===== config.mk =====
export PLATFORM = sky130hd
export DESIGN_NAME = pulse_stretcher
export DESIGN_NICKNAME = d
export VERILOG_FILES = /design/src/rtl/pulse_stretcher.sv
export SDC_FILE = /design/constraint.sdc
export NUM_CORES = 1
export LEC_CHECK = 0
export ABC_AREA = 1
export BUFFER_PORTS_ARGS = -buffer_cell sky130_fd_sc_hd__buf_2
export CAP_MARGIN = 20
export CORE_AREA = 2 2 69 71
export DETAILED_ROUTE_END_ITERATION = 7
export DIE_AREA = 0 0 71 73
export PLACE_DENSITY = 0.83
export SLEW_MARGIN = 20
export SYNTH_ARGS = -nofsm -noshare
export SYNTH_HDL_FRONTEND = slang
export SYNTH_SLANG_ARGS = --single-unit

===== constraint.sdc =====
create_clock -name clk -period 1.6 [get_ports clk]
set_input_delay 0.16 -clock clk [delete_from_list [all_inputs] [get_ports clk]]
set_output_delay 0.16 -clock clk [all_outputs]
set_load 0.05 [all_outputs]

===== src/rtl/pulse_stretcher.sv =====
// pulse_stretcher: turns trig_i rising edges into ON-time pulses followed by a forced GAP.
// Define PULSE_STRETCH_QUEUE_EN to queue edges arriving while busy instead of dropping them.
module pulse_stretcher #(
    parameter int unsigned CLK_PERIOD_ns = 20,
    parameter int unsigned ON_TIME_ns    = 100_000_000,
    parameter int unsigned GAP_TIME_ns   = 50_000_000,
    parameter int unsigned QUEUE_DEPTH   = 7,
    localparam int unsigned W            = $clog2(QUEUE_DEPTH + 1)
) (
    input  logic         clk,
    input  logic         resetn,
    input  logic         enable,
    input  logic         trig_i,
    output logic         out_o,
    output logic         busy_o,
    output logic         dropped_o,
    output logic [W-1:0] pending_o
);
    localparam int unsigned ON_CYCLES  = ON_TIME_ns / CLK_PERIOD_ns;
    localparam int unsigned GAP_CYCLES = GAP_TIME_ns / CLK_PERIOD_ns;
    localparam int unsigned MAX_CYCLES = (ON_CYCLES > GAP_CYCLES) ? ON_CYCLES : GAP_CYCLES;
    localparam int unsigned TW         = (MAX_CYCLES > 1) ? $clog2(MAX_CYCLES) : 1;
    localparam logic [TW-1:0] ON_RELOAD  = TW'(ON_CYCLES - 1);
    localparam logic [TW-1:0] GAP_RELOAD = TW'(GAP_CYCLES - 1);

    typedef enum logic [1:0] {IDLE, ON, GAP} state_e;

    state_e        state_q, state_d;
    logic [TW-1:0] timer_q, timer_d;
    logic          trig_prev_q;
    logic          out_q, out_d;
    logic          edge_w;
    logic          late_edge_w;
    logic          drop_w;
    logic          pend_nz_w;
`ifdef PULSE_STRETCH_QUEUE_EN
    logic [W-1:0]  pending_q, pending_d;
`endif

    // trig_prev resets high so a trigger held through reset release is not an event
    always_ff @(posedge clk or negedge resetn) begin
        if (!resetn) begin
            state_q     <= IDLE;
            timer_q     <= '0;
            trig_prev_q <= 1'b1;
            out_q       <= 1'b0;
`ifdef PULSE_STRETCH_QUEUE_EN
            pending_q   <= '0;
`endif
        end else if (enable) begin
            state_q     <= state_d;
            timer_q     <= timer_d;
            trig_prev_q <= trig_i;
            out_q       <= out_d;
`ifdef PULSE_STRETCH_QUEUE_EN
            pending_q   <= pending_d;
`endif
        end
    end

    always_comb begin
        edge_w      = enable & trig_i & ~trig_prev_q;
`ifdef PULSE_STRETCH_QUEUE_EN
        pend_nz_w   = (pending_q != '0);
        pending_d   = pending_q;
`else
        pend_nz_w   = 1'b0;
`endif
        state_d     = state_q;
        timer_d     = timer_q;
        late_edge_w = 1'b0;
        drop_w      = 1'b0;
        case (state_q)
            IDLE: begin
                if (edge_w) begin
                    state_d = ON;
                    timer_d = ON_RELOAD;
                end
            end
            ON: begin
                late_edge_w = edge_w;
                if (timer_q == '0) begin
                    state_d = GAP;
                    timer_d = GAP_RELOAD;
                end else begin
                    timer_d = timer_q - 1'b1;
                end
            end
            GAP: begin
                if (timer_q == '0) begin
                    // An edge in the exit cycle is served directly; with pending>0 it nets out
                    if (pend_nz_w || edge_w) begin
                        state_d = ON;
                        timer_d = ON_RELOAD;
                    end else begin
                        state_d = IDLE;
                    end
`ifdef PULSE_STRETCH_QUEUE_EN
                    if (!edge_w && pend_nz_w) begin
                        pending_d = pending_q - 1'b1;
                    end
`endif
                end else begin
                    timer_d     = timer_q - 1'b1;
                    late_edge_w = edge_w;
                end
            end
            default: begin
                state_d = IDLE;
                timer_d = '0;
            end
        endcase
        if (late_edge_w) begin
`ifdef PULSE_STRETCH_QUEUE_EN
            if (pending_q < W'(QUEUE_DEPTH)) begin
                pending_d = pending_q + 1'b1;
            end else begin
                drop_w = 1'b1;
            end
`else
            drop_w = 1'b1;
`endif
        end
    end

    always_comb begin
        out_d  = (state_d == ON);
        busy_o = (state_q != IDLE) || pend_nz_w;
    end

    assign out_o     = out_q;
    assign dropped_o = drop_w;
`ifdef PULSE_STRETCH_QUEUE_EN
    assign pending_o = pending_q;
`else
    assign pending_o = '0;
`endif

endmodule


==> run summary, run 1 <==
DIE
-------------------------------------------------------------------------------------------------
Horizontal die dimension                                                                    71 um
Area enclosed by the die boundary                                                    0.00518 mm^2
Overall die height                                                                          73 um
Std-Cell Rows                                                                                  25
Starting density of the core                                                                51.3%
Placeable Area                                                                       0.00454 mm^2
Total I/O pin count                                                                            10

RUN STATUS
-------------------------------------------------------------------------------------------------
Run status                                                                           complete, but fails checks
Violated checks                                                                      setup timing

WORST SETUP PATH
-------------------------------------------------------------------------------------------------
Crit-path slowest cell                                                                    dfrtp_1
Crit Path Class                                                                      flip-flop to output port
Worst reg2reg setup slack                                                                 -220 ps
Family with the most delay on the worst path                                         simple AND/OR/NAND/NOR gates
CP Depth                                                                                        9
Beginning of the critical path                                                        timer_q[20]
Cell breakdown of the critical path                                                  nor2_1 > nand2_2 > nor2_4 > nand3_4 > nand2_4 > nand2_4 > nand2_2 > nor2_2 > buf_6
Endpoint of the most critical setup path                                                dropped_o
Category of the worst setup path capture point                                        output port
Type of element launching the critical path                                             flip-flop
Worst EP arrival                                                                          1690 ps
Critical register-to-register path startpoint                                          timer_q[0]
Largest driver fanout on the critical path                                                      2
Required time at the endpoint of the critical path                                        1440 ps
Critical R2R Capture                                                                  timer_q[10]
CP Buf/Inv Count                                                                                1
Number of cells on the worst reg-to-reg path                                                   10
Max incr delay on CP                                                                       390 ps

CLOCK TREE
-------------------------------------------------------------------------------------------------
Number of buffers on the longest clock path                                                     2
Clock tree from TritonCTS                                                                   built
Clock transition at path regs                                                              100 ps
Clock root buffer                                                                        clkbuf_8
Clk sink count                                                                                 27
H-Tree Depth                                                                                    1
CTS buffer count                                                                                3
Later-pin clock latency in the skew report                                                 280 ps

YOSYS
-------------------------------------------------------------------------------------------------
Seq/Total Area, Yosys                                                                       29.1%
Mapped Area                                                                          0.00233 mm^2
Cell count after synthesis                                                                    362
Adder and majority cell fraction of the synthesized area                                    3.23%
XOR/XNOR share of the synthesized area                                                      4.14%
Complex-gate fraction of the synthesized area                                               6.29%
Number of flops mapped to enable cells by yosys                                                 0
Number of distinct library cell variants in the gate-level netlist after synthesis             31
Share of async-settable or async-resettable flops after synthesis                            100%
Proportion of synthesized area in mux cells                                                    0%
Register bit count reported by yosys                                                           27
Basic-gate share of the synthesized area counting and, or, nand and nor cells               50.1%
Flip-flop cell with the highest count after synthesis                                     dfrtp_1
Main combinational cell family by area after synthesis                               simple AND/OR/NAND/NOR gates
Synth warn                                                                                      0
Mean instance size in the synthesized netlist                                           6.43 um^2

GRT
-------------------------------------------------------------------------------------------------
Via count of the first global-routing pass                                                   2679
Global-route wire length before repair                                                   12400 um
Gr ovfl total                                                                                   0
Pin count of the biggest net entering global routing                                           28
Global Route Usage Sum                                                                      30.4%
Antenna violations before repair                                                                0

STA
-------------------------------------------------------------------------------------------------
Worst setup margin                                                                        -252 ps
Final setup violating endpoints                                                                27
Max frequency                                                                           0.540 GHz
RSZ-0062 raised after global routing                                                          yes
Fin Setup TNS                                                                            -3240 ps
Worst Hold Slack                                                                          93.0 ps
Final hold vios                                                                                 0
Relative slew margins                                                                       56.6%
Final max-slew violation count                                                                  0
Post-route fraction of the period consumed by the critical path                              116%
Clock Skew                                                                                6.90 ps
Final critical delay including setup and external delays                                  1850 ps
Worst Tran Pin Value                                                                       650 ps

POWER
-------------------------------------------------------------------------------------------------
Net Switching                                                                           0.00440 W
Reg power frac                                                                              15.2%
Part of the total power dissipated in combinational logic                                   79.9%
Max VDD drop                                                                            0.00193 V
Leakage dissipation                                                                       1.69 nW
Sw Ratio                                                                                    52.6%
Clk network pwr share                                                                        4.9%
Power per cell area                                                                  2520 mW/mm^2
Internal power                                                                          0.00397 W

DRT
-------------------------------------------------------------------------------------------------
Drt pass-1 iters                                                                                6
Routed wire length                                                                        8440 um
Remaining number of nets flagged by the antenna check after routing                             0
Average vias per placed instance                                                             6.00
Detailed-route DRC error count                                                                  0
Number of DRC markers in iteration 0                                                          375
DR WL/cell                                                                                16.9 um
Detailed-route via count                                                                     2988

PLACEMENT
-------------------------------------------------------------------------------------------------
Routability Congestion                                                                      0.971
IO buf count                                                                                    6
DP HPWL                                                                                   4830 um

CELLS AND AREA
-------------------------------------------------------------------------------------------------
Syn-to-layout area delta                                                                    42.8%
Final #Nets                                                                                   455
Fraction of final layout cells with drive strength greater than 1                           37.4%
Number of inserted diodes                                                                       0

RUN
-------------------------------------------------------------------------------------------------
Max Cap Viol                                                                                    0

MIN PATH
-------------------------------------------------------------------------------------------------
Tightest Hold Check Type                                                             primary input to flip-flop

## routing by layer
layer  GRT usage [%]  wire length [um]  vias to the layer above  share of wire [%]
met1            37.2              3060                     1351                 36
li1                -                 -                     1328                  -
met3            4.70               937                       66                 11
met5               0                 0                        -                  0
met2            52.4              3940                      243                 47
met4            14.9               500                        0                5.9
## flip-flops by register name, indices dropped and copies added (netlist names)
register,flops
state_q,2
timer_q,23
out_o,1
trig_prev_q,1
## layout by cell type, fill, tap and decap left out, drive strengths merged
master | Yosys | final
a21oi | 2 | 2
and2 | 1 | 1
buf | 8 | 85
clkbuf | 3 | 3
clkinv | 1 | 2
conb | 1 | 3
dfrtp | 26 | 26
dfstp | 1 | 1
dlygate4sd3 | 0 | 1
ha | 6 | 6
inv | 27 | 27
nand2 | 145 | 145
nand3 | 40 | 41
nand3b | 1 | 1
nand4 | 9 | 9
nor2 | 48 | 48
nor3 | 5 | 5
o21ai | 23 | 23
o21bai | 2 | 2
o22ai | 1 | 1
or2 | 1 | 1
xnor2 | 3 | 3
xor2 | 8 | 8
## timing repair
| action | in CTS | in global routing |
|---|---|---|
| cloned | 1 | 0 |
| pin swaps | 27 | 20 |
| setup endpoints to repair | 21 | 28 |
| hold endpoints to repair | 26 | 0 |
| setup buffers | 28 | 10 |
| hold buffers | 1 | 0 |
| resized for setup | 51 | 35 |
## power by group through the flow
stage,registers (W),logic [W],clock network [W]
final,0.00127,0.00668,0.000414
after global routing,0.00129,0.00713,0.000446
after CTS,0.00125,0.00571,0.000427
after detailed placement,0.00126,0.00458,0
after global placement,0.00124,0.00446,0
after floorplan,0.00130,0.00293,0
## Yosys cell counts, types with 2 or more instances
| master | n | area (um^2) |
|---|---|---|
| nand3_1 | 38 | 190 |
| xnor2_1 | 3 | 26.3 |
| nand4_1 | 9 | 56.3 |
| buf_2 | 5 | 25.0 |
| xor2_1 | 8 | 70.1 |
| o21ai_1 | 5 | 25.0 |
| inv_1 | 26 | 97.6 |
| nand2_1 | 136 | 510 |
| nor2_2 | 12 | 75.1 |
| dfrtp_1 | 26 | 651 |
| nor2_4 | 4 | 45.0 |
| a21oi_1 | 2 | 10.0 |
| o21ai_0 | 18 | 90.1 |
| nor2_1 | 31 | 116 |
| nand3_4 | 2 | 35.0 |
| o21bai_1 | 2 | 15.0 |
| nand2_2 | 6 | 37.5 |
| buf_4 | 3 | 22.5 |
| nor3_1 | 5 | 25.0 |
| clkbuf_1 | 3 | 11.3 |
| nand2_4 | 3 | 33.8 |
| ha_1 | 6 | 75.1 |
## tightest hold or removal path: cells and delay by family
family                 cells  cell delay, ps
and+or+nand+nor            1              50
AOI/OAI and AO/OA          1              70
buffers and inverters      1             110
## worst min path at each step
stage | startpoint | to | slack, ps | depth (start not counted)
2_1_floorplan | resetn | out_o | -140 | 0
3_3_place_gp | resetn | timer_q[11] | 210 | 1
3_5_place_dp | resetn | timer_q[15] | 220 | 1
4_1_cts | trig_i | trig_prev_q | 90 | 3
5_1_grt | trig_i | trig_prev_q | 110 | 3
6_report | trig_i | trig_prev_q | 90 | 3
## through the flow
step | setup slack, ps | cells | cell area, um^2 | utilization, % | power [W]
after detailed placement | -121 | 458 | 2730 | 60.1 | 0.00584
after CTS | -125 | 490 | 3140 | 69.2 | 0.00739
after global routing | -317 | 498 | 3320 | 73.3 | 0.00887
after floorplan | -123 | 364 | 2340 | - | 0.00423
after global placement | -52.8 | 458 | 2730 | 60.1 | 0.00571
final | -252 | 498 | 3320 | 73.3 | 0.00837
## cell families after synthesis
family / count (synthesis)
and+or+nand+nor: 250
AOI/OAI and AO/OA: 28
other: 1
adders and majority gates: 6
xor gates and xnor gates: 11
DFF: 27
buffers and inverters: 39
## cell type report
class	instances	area (um^2)
multi-input combinational	299	1740
clock buffer	3	41.3
sequential	27	682
fill	291	1210
tap	54	67.6
inverter	28	113
clock inverter	1	5.00
timing repair buffer	86	681
(Power assumes the default switching activity.)
==> run 2, diff against run 1 <==
==> constraint.sdc (replaced) <==
create_clock -name clk -period 1.6 [get_ports clk]
set_input_delay 0.48 -clock clk [delete_from_list [all_inputs] [get_ports clk]]
set_output_delay 0.48 -clock clk [all_outputs]
set_load 0.05 [all_outputs]
==> run summary, run 2 (synthesized netlist as in run 1, its figures left out) <==
RUN STATUS
----------------------------------------------------------------------------------
Run status                                                            complete, but fails checks
Violated checks                                                       setup timing

CELLS AND AREA
----------------------------------------------------------------------------------
Fraction of final layout cells with drive strength greater than 1            43.2%
Final #Nets                                                                    458
Leading cell type in the layout, fill and taps excluded                    nand2_1
Registers with the most flip-flops                                    timer_q (23), state_q (2)
Share of the core filled with cells                                          78.0%
Commonest non-fill, non-tap cells in the layout                       nand2_1 (118), buf_4 (66), nand3_1 (28)
Max FFs per register                                                            23
Largest reg by FF count                                                    timer_q
Syn-to-layout area delta                                                     51.9%
Number of inserted diodes                                                        0
FILL cells                                                                     218
Finished layout cell area                                             0.00354 mm^2

CLOCK TREE
----------------------------------------------------------------------------------
Later-pin clock latency in the skew report                                  310 ps
Clock transition at path regs                                               110 ps
Number of buffers added to fix hold violations after cts                         0
Clk sink count                                                                  27
CTS buffer count                                                                 3
Clock root buffer                                                         clkbuf_8
Clock tree from TritonCTS                                                    built
Number of buffers on the longest clock path                                      2
H-Tree Depth                                                                     1

DRT
----------------------------------------------------------------------------------
Detailed-route DRC error count                                                   0
Number of DRC markers in iteration 0                                           645
Average vias per placed instance                                              6.40
Drt pass-1 iters                                                                 8
Detailed-route via count                                                      3207
Remaining number of nets flagged by the antenna check after routing              0
DR WL/cell                                                                 20.8 um
Routed wire length                                                        10400 um

STA
----------------------------------------------------------------------------------
Worst Tran Pin Value                                                        670 ps
Max frequency                                                            0.464 GHz
Final critical delay including setup and external delays                   2150 ps
Final hold vios                                                                  0
Final setup violating endpoints                                                 25
Final max-slew violation count                                                   0
Relative slew margins                                                        55.3%
RSZ-0062 raised after global routing                                           yes
Clock Skew                                                                 6.77 ps
Post-route fraction of the period consumed by the critical path               135%
Worst setup margin                                                         -555 ps

POWER
----------------------------------------------------------------------------------
Leakage dissipation                                                        1.77 nW
Total power after layout                                                 0.00940 W
Max VDD drop                                                             0.00168 V
Internal power                                                           0.00434 W
Reg power frac                                                               13.5%
Part of the total power dissipated in combinational logic                    81.7%
Net Switching                                                            0.00506 W
Power per cell area                                                   2660 mW/mm^2
Clk network pwr share                                                         4.8%
Sw Ratio                                                                     53.8%

WORST SETUP PATH
----------------------------------------------------------------------------------
Crit Path Class                                                       flip-flop to output port
Critical R2R Capture                                                   timer_q[14]
Worst EP arrival                                                           1670 ps
Worst reg2reg setup slack                                                  -360 ps
Critical register-to-register path startpoint                          timer_q[18]
Largest driver fanout on the critical path                                       2
Number of cells on the worst reg-to-reg path                                    12
Category of the worst setup path capture point                         output port
Required time at the endpoint of the critical path                         1120 ps
Type of element launching the critical path                              flip-flop

DIE
----------------------------------------------------------------------------------
Total I/O pin count                                                             10
Starting density of the core                                                 51.3%
Std-Cell Rows                                                                   25
Placeable Area                                                        0.00454 mm^2
Area enclosed by the die boundary                                     0.00518 mm^2
Horizontal die dimension                                                     71 um
Overall die height                                                           73 um

PLACEMENT
----------------------------------------------------------------------------------
DP HPWL                                                                    5190 um
Post-placement cell area                                              0.00292 mm^2
IO buf count                                                                     6
Setup Slack @ Placement                                                    -239 ps
Routability Congestion                                                       0.975

GRT
----------------------------------------------------------------------------------
Global Route Usage Sum                                                       33.1%
Gr ovfl total                                                                    0
Global-route layer with the greatest usage                                    met2
Via count of the first global-routing pass                                    2800
Global-route wire length before repair                                    13400 um
Pin count of the biggest net entering global routing                            28
Global Route met2 Usage                                                      56.1%
Antenna violations before repair                                                 0
Met3 demand-to-capacity share in global routing                              5.25%
GRT met1 Usage                                                               39.7%

MIN PATH
----------------------------------------------------------------------------------
Tightest Hold Check Type                                              primary input to async pin

RUN
----------------------------------------------------------------------------------
Max Cap Viol                                                                     0

## run 2: cell count changes in the layout (fill, tap and decap cells not counted), sizes merged
cell | before | now
clkinvlp | 0 | 1
buf | 85 | 89
dlygate4sd3 | 1 | 0
clkinv | 2 | 1
## run 2: how the worst max path moves through the flow
stage / start / end / slack (ps) / cells past startpoint
after floorplan: state_q[0] / dropped_o / -200 / 7
final: timer_q[0] / dropped_o / -550 / 10
after detailed placement: timer_q[1] / dropped_o / -240 / 10
after global routing: timer_q[1] / dropped_o / -570 / 10
after global placement: timer_q[1] / dropped_o / -200 / 10
after CTS: state_q[0] / dropped_o / -450 / 8
## run 2: metrics by stage
step | hold slack, ps | instances | TNS (ps)
after global placement | 461 | 477 | -587
after CTS | 216 | 491 | -1360
after floorplan | 184 | 364 | -199
final | 192 | 501 | -5340
after detailed placement | 476 | 477 | -1540
after global routing | 242 | 501 | -6650
## run 2: routing by layer
metal	up-vias	share of wire, %
li1	1328	-
met3	106	12
met4	0	9.5
met2	346	44
met5	-	0
met1	1427	34
## run 2: worst max-delay path, stage by stage, from the launching register on
cell	delay, ps
dfrtp_1	410
inv_2	90
ha_4	160
nand2_4	70
nor2_4	130
nand3_4	100
nand2_4	90
nand2_4	60
nand2_4	70
nor2_4	40
buf_8	150
## run 2: power groups by stage
stage,Combinational (W),Clock (W),Sequential [W]
after floorplan,0.00301,0,0.00132
after global placement,0.00501,0,0.00120
after detailed placement,0.00518,0,0.00121
after CTS,0.00598,0.000420,0.00121
after global routing,0.00798,0.000463,0.00128
final,0.00768,0.000454,0.00127
## run 2: repair_timing
item,4_1_cts,5_1_grt
endpoints found under the setup margin,27,28
setup buffers,20,18
gates resized for setup,43,84
pin swaps,23,48
cloned,1,0
## run 2: area by class of cell
class / instances / area [um^2] / area share (%)
Tap cell: 54 / 67.6 / 1.91
Inverter: 28 / 111 / 3.15
Multi-Input combinational cell: 299 / 1880 / 53.1
Clock buffer: 3 / 41.3 / 1.17
Sequential cell: 27 / 679 / 19.2
Clock inverter: 1 / 5.00 / 0.142
Timing Repair Buffer: 89 / 754 / 21.3
